--- config.mk ---
export PLATFORM = sky130hd
export DESIGN_NAME = led_dimmer
export DESIGN_NICKNAME = d
export VERILOG_FILES = /design/src/rtl/led_dimmer.sv
export SDC_FILE = /design/constraint.sdc
export NUM_CORES = 1
export LEC_CHECK = 0
export BUFFER_PORTS_ARGS = -buffer_cell sky130_fd_sc_hd__buf_2
export CORE_MARGIN = 2
export CORE_UTILIZATION = 40
export DETAILED_ROUTE_END_ITERATION = 8
export HOLD_SLACK_MARGIN = 0.06
export PLACE_DENSITY = 0.58
export SLEW_MARGIN = 20
export SYNTH_ARGS = -nofsm -noshare
export SYNTH_HDL_FRONTEND = slang
export SYNTH_SLANG_ARGS = --single-unit
export TNS_END_PERCENT = 5
--- constraint.sdc ---
create_clock -name clock -period 1.4 [get_ports clock]
set_input_delay 0.07 -clock clock [delete_from_list [all_inputs] [get_ports clock]]
set_output_delay 0.07 -clock clock [all_outputs]
set_load 0.01 [all_outputs]
--- src/rtl/led_dimmer.sv ---
// Multi-channel LED dimmer: shared PWM counter, per-channel double-buffered duty
// and an activity pulse stretcher, all on a single clock.
module led_dimmer #(
    parameter int CHANNELS      = 8,
    parameter int PWM_BITS      = 3,
    parameter int PRESCALE      = 1,
    parameter int STRETCH_TICKS = 0,
    parameter int DEFAULT_DUTY  = 1
) (
    input  logic                clock,
    input  logic                res,
    input  logic [CHANNELS-1:0] led_in,
    input  logic                duty_we,
    input  logic [4:0]          duty_sel,
    input  logic [PWM_BITS:0]   duty_data,
    output logic [CHANNELS-1:0] led_out,
    output logic                frame
);

    localparam int DW = PWM_BITS + 1;
    localparam int PW = (PRESCALE > 1) ? $clog2(PRESCALE) : 1;
    localparam int SW = (STRETCH_TICKS > 0) ? $clog2(STRETCH_TICKS + 1) : 1;

    localparam logic [DW-1:0]       DUTY_FULL    = DW'(2 ** PWM_BITS);
    localparam logic [DW-1:0]       DUTY_RST     = DW'(DEFAULT_DUTY);
    localparam logic [PW-1:0]       PRESC_LAST   = PW'(PRESCALE - 1);
    localparam logic [PWM_BITS-1:0] CNT_LAST     = '1;
    localparam logic [SW-1:0]       STRETCH_LOAD = SW'(STRETCH_TICKS);

    function automatic logic [DW-1:0] sat_duty(input logic [DW-1:0] d);
        return (d > DUTY_FULL) ? DUTY_FULL : d;
    endfunction

    logic [PW-1:0]       presc_q, presc_d;
    logic [PWM_BITS-1:0] pwm_cnt_q, pwm_cnt_d;
    logic [DW-1:0]       duty_cur_q    [CHANNELS];
    logic [DW-1:0]       duty_cur_d    [CHANNELS];
    logic [DW-1:0]       duty_shadow_q [CHANNELS];
    logic [DW-1:0]       duty_shadow_d [CHANNELS];
    logic [SW-1:0]       stretch_q     [CHANNELS];
    logic [SW-1:0]       stretch_d     [CHANNELS];
    logic [CHANNELS-1:0] led_out_q, led_out_d;
    logic                frame_q, frame_d;

    logic                tick;
    logic                boundary;
    logic [CHANNELS-1:0] active;

    always_comb begin
        tick          = (presc_q == PRESC_LAST);
        boundary      = tick && (pwm_cnt_q == CNT_LAST);
        presc_d       = tick ? '0 : presc_q + 1'b1;
        pwm_cnt_d     = tick ? pwm_cnt_q + 1'b1 : pwm_cnt_q;
        frame_d       = boundary;
        duty_cur_d    = duty_cur_q;
        duty_shadow_d = duty_shadow_q;
        stretch_d     = stretch_q;
        active        = '0;
        led_out_d     = '0;
        for (int i = 0; i < CHANNELS; i++) begin
            // Current duty latches the shadow as it stood before any same-edge write.
            if (boundary) begin
                duty_cur_d[i] = duty_shadow_q[i];
            end
            if (duty_we && (duty_sel == 5'(i))) begin
                duty_shadow_d[i] = sat_duty(duty_data);
            end
            if (led_in[i]) begin
                stretch_d[i] = STRETCH_LOAD;
            end else if (tick && (stretch_q[i] != '0)) begin
                stretch_d[i] = stretch_q[i] - 1'b1;
            end
            active[i]    = led_in[i] | (stretch_q[i] != '0);
            led_out_d[i] = active[i] & ({1'b0, pwm_cnt_q} < duty_cur_q[i]);
        end
    end

    always_ff @(posedge clock) begin
        if (res) begin
            presc_q   <= '0;
            pwm_cnt_q <= '0;
            led_out_q <= '0;
            frame_q   <= 1'b0;
            for (int i = 0; i < CHANNELS; i++) begin
                duty_cur_q[i]    <= DUTY_RST;
                duty_shadow_q[i] <= DUTY_RST;
                stretch_q[i]     <= '0;
            end
        end else begin
            presc_q       <= presc_d;
            pwm_cnt_q     <= pwm_cnt_d;
            led_out_q     <= led_out_d;
            frame_q       <= frame_d;
            duty_cur_q    <= duty_cur_d;
            duty_shadow_q <= duty_shadow_d;
            stretch_q     <= stretch_d;
        end
    end

    assign led_out = led_out_q;
    assign frame   = frame_q;

endmodule
After elaboration in Yosys (flattened, before gate mapping)
Index checks and enable logic that the tools add are counted.
Word-level totals
  input bits: 20
  flip-flop bits (word level): 85
  output and inout port bits: 9
Operators by class
  equal/unequal tests: 8
  order comparisons: 9
  mux-type cells: 1
  reduce and logical (&&, ||, !) cells: 27
  add/subtract/negate cells: 10
  bitwise operators: 17
Operators with widths (number)
  < comparator 3 x 4 -> 1 bit: 8
  equality test 5 x 3 -> 1 bit (second input constant): 4
  OR reduction 2 bit: 9
  logical AND 1 bit: 17
  equality test 5 x 2 -> 1 bit (second input constant): 2
  bitwise AND 1 bit: 8
  bitwise OR 1 bit: 8
  subtractor 1 bit (second input constant): 8
  equality test 5 x 1 -> 1 bit (second input constant): 1
  zero test 5 bit: 1
  greater-than comparator 4 bit (second input constant): 1
  2-to-1 mux 4 bit: 1
  adder 3 x 1 -> 3 bit (second input constant): 1
  equality test 3 bit (second input constant): 1
  adder 1 bit (second input constant): 1
  NOT 1 bit: 1

Longest topological paths before layout
  word-level depth: 2
  mapped depth: 7
  depth with buffers taken out: 5

Least setup slack after synthesis
Ideal clock, no wire load.
  path kind: register -> register
  from: register pwm_cnt_q[1]
  to: register duty_cur_q[21] (netlist bit)
  clock period less this slack: 1.517 ns
  data arrival time: 1.447 ns
  slack: -0.117 ns
  setup time: 0.071 ns
  cell stages (with the launch flop): 8
  cell sequence: dfxtp_1 ha_1 ha_1 nor2b_1 clkbuf_1 buf_6 nand2_1 a21oi_1
On the way
  word-level cells in the longest chain between the ends: 2
Ends and longest elaborated chain
  start: declaration: RTL line 35  | logic [PWM_BITS-1:0] pwm_cnt_q, pwm_cnt_d;
  start signal: assignment: RTL line 91  | pwm_cnt_q <= pwm_cnt_d;
  equality test 3 bit: RTL line 51  | boundary = tick && (pwm_cnt_q == CNT_LAST);
  logical AND 1 bit: RTL line 51
  end signal: assignment: RTL line 94  | duty_cur_q <= duty_cur_d;
  end: declaration: RTL line 36  | logic [DW-1:0] duty_cur_q [CHANNELS];
Every way passes these cells.
A chain may end at the register's enable or synchronous reset.

Worst setup path in the final report
  from: register pwm_cnt_q[1]
  to: register duty_cur_q[5] (netlist bit)
Same word-level chain as after synthesis.

==> metrics.cfg <==
[timing]
slew_viol_final = 0
finalClockSkew_ns = 0.0105
hold_viol = 0
min_period_ns = 1.36
min_period_over_period = 0.968
rsz0062_at_grt = yes
setup-violations-final = 0
fmax_ghz = 0.738
holdWs_ns = 0.0932

[setup_path]
slowest_delay_ns = 0.34
reg2reg_from = pwm_cnt_q[1]
r2r_slack_ns = 0.04
cp_slowest_cell = dfxtp_2
cp_max_fo = 8
end_kind = register
r2r-end = duty_cur_q[5]
worstSetupEndpoint = duty_cur_q[5]
critPathRequiredTime_ns = 1.70
arrival_ns = 1.65
path_cells = ha_4, ha_4, buf_4, nand2b_4, clkbuf_16, nand2_1, a21oi_1
startpoint = pwm_cnt_q[1]
critical_path.most_common_cell = ha_4
worst-r2r-cell-count = 7
worst-setup-path-type = reg -> reg
critPathLaunchType = register

[global_route]
antenna_found_initial = 0
grt_pass1_vias = 2388
grt_pass1_wl_um = 11900
grt_usage = 0.158
overflow = 0
grt_max_degree = 40

[place]
portBuffers = 28
dp_hpwl_um = 4780
gp_congestion = 0.724

[clocking]
clk_pin_slew_ns = 0.09
clock_latency_ns = 0.36
cts_buffers = 9
cts_tree = yes
htreeDepth = 3
cts_sinks = 85
cts.root.buffer_cell = clkbuf_8
ctsLongestPathBuffers = 2

[power_and_ir_drop]
p_leak_nw = 1.84
clkPwrFrac = 0.405
pwr-share-seq = 0.518
cellInternalPower_w = 0.00367
power_per_cell_area_nw_per_um2 = 1100
pwr-share-comb = 0.077
ir_drop_uv = 498
switching_share = 0.229
p_sw_w = 0.00109

[floorplanning]
ios = 29
die_w_um = 98.4
rows = 34
floorplan.die_area_sq_um = 9680
fp.dieH_um = 98.4
initial_utilization = 0.411
core-area_sq_um = 8680

[route]
first_iter_violations = 122
num_vias = 2647
ant_nets = 0
drc = 0
dr.pass1.iters = 4
wirelength_um = 7670
wl_per_cell_um = 13.9
vias_per_cell = 4.80

[synthesis]
yosysWarningCount = 0
synth_seq_cells = 85
synthTopCellsByArea = dfxtp_1, mux2i_1, nand2_1, ha_1, nand2b_1
syn_nets = 433
synth_top_area_share = 0.477
yosysTopAreaCell = dfxtp_1
ys_types = 23
synth_area_sq_um = 3560
synthCells = 395
synth.avg_cell_area_sq_um = 9.02
yosysSeqAreaShare = 0.477

[cells_and_area]
areaGrowthSynthToFinish_pct = 21.8
layout_common_cells = dfxtp_1, nand2_1, mux2i_1
drive_above_1_share = 0.176
antenna_cells = 0
final_common_cell = dfxtp_1
fin_util = 0.500
nets = 476

[min_path]
hp-class = in -> reg

[outcome]
outcome = finished, final reports clean

[run]
maxCapViolations = 0

how the worst min path moves through the flow:
stage                   start           end  slack (ns)  cells after the start
floorplan           led_in[7]  stretch_q[0]        0.15                      1
global placement    led_in[3]  stretch_q[4]        0.25                      2
detailed placement  led_in[4]  stretch_q[3]        0.25                      2
CTS                       res         frame        0.08                      2
global route              res         frame        0.10                      2
finish                    res         frame        0.09                      2
critical path: cells and delay by family (launching register included):
family | cells | cell delay, ns
buf+inv | 2 | 0.31
simple gates | 2 | 0.19
fa+ha+maj | 2 | 0.31
compound gates | 1 | 0.14
flops | 1 | 0.34
what timing repair did:
| action | 4_1_cts | 5_1_grt |
|---|---|---|
| pin swaps | 13 | 13 |
| setup endpoints to repair | 34 | 38 |
| endpoints found under the hold margin | 16 | 0 |
| setup buffers | 0 | 3 |
| gates cloned | 1 | 5 |
| hold buffers | 8 | 0 |
| gates resized for setup | 4 | 15 |
power by group through the flow:
stage,Sequential (W),Clock (W),Combinational [W]
2_1_floorplan,0.00254,0,0.000181
3_3_place_gp,0.00252,0,0.000324
3_5_place_dp,0.00252,0,0.000330
4_1_cts,0.00247,0.00197,0.000352
5_1_grt,0.00247,0.00208,0.000411
6_report,0.00247,0.00193,0.000370
cell type report:
class / instances / area [sq um]
Clock buffer: 10 / 138
Clock inverter: 6 / 86.3
Fill cell: 850 / 4340
Inverter: 25 / 93.8
Multi-Input combinational cell: 264 / 1720
Sequential cell: 85 / 1710
Tap cell: 108 / 135
Timing Repair Buffer: 53 / 468
kinds of logic (layout without fill, tap and decap cells):
logic type | Yosys count | in the layout | synth area share
simple gates | 160 | 161 | 0.223
mux | 34 | 34 | 0.0955
compound gates | 49 | 49 | 0.0744
flops | 85 | 85 | 0.477
xor+xnor | 1 | 1 | 0.00246
fa+ha+maj | 18 | 18 | 0.0632
other cells | 1 | 1 | 0.00105
buf+inv | 47 | 94 | 0.0632
flip-flops by register name (all words and copies together) (netlist names):
signal         count
duty_cur_q        32
duty_shadow_q     32
frame              1
led_out            8
presc_q            1
pwm_cnt_q          3
stretch_q          8
synth_stat cells:
cell type	instances
nor3b_1	8
buf_2	6
xor2_1	1
inv_1	25
mux2i_1	34
nand3b_1	8
buf_4	1
nor2b_1	11
o21ai_0	8
ha_1	18
and3_1	1
clkbuf_1	10
nand2_1	80
a211oi_1	8
buf_6	5
nor2_1	22
nor4b_4	1
and3_4	1
a21oi_1	33
conb_1	1
nand2b_1	27
and4bb_2	1
dfxtp_1	85
metal layers:
metal / part of all wire / GRT usage / wire length, um / up-vias
li1: - / - / - / 1369
met1: 0.51 / 0.228 / 3890 / 1216
met2: 0.43 / 0.222 / 3300 / 54
met3: 0.049 / 0.0494 / 379 / 8
met4: 0.013 / 0.0590 / 99 / 0
met5: 0 / 0 / 0 / -
per-stage QoR:
step	total power [W]	instance area [sq um]	std cells	setup WS [ns]	TNS, ns
2_1_floorplan	0.00272	3570	395	0.0481	0
3_3_place_gp	0.00284	3820	518	-0.591	-17.64
3_5_place_dp	0.00285	3820	518	-0.235	-6.01
4_1_cts	0.00479	4150	543	-0.0445	-0.261
5_1_grt	0.00496	4340	551	-0.0143	-0.0650
6_report	0.00477	4340	551	0.0443	0
Note: power is estimated with default switching activity, not from simulation.
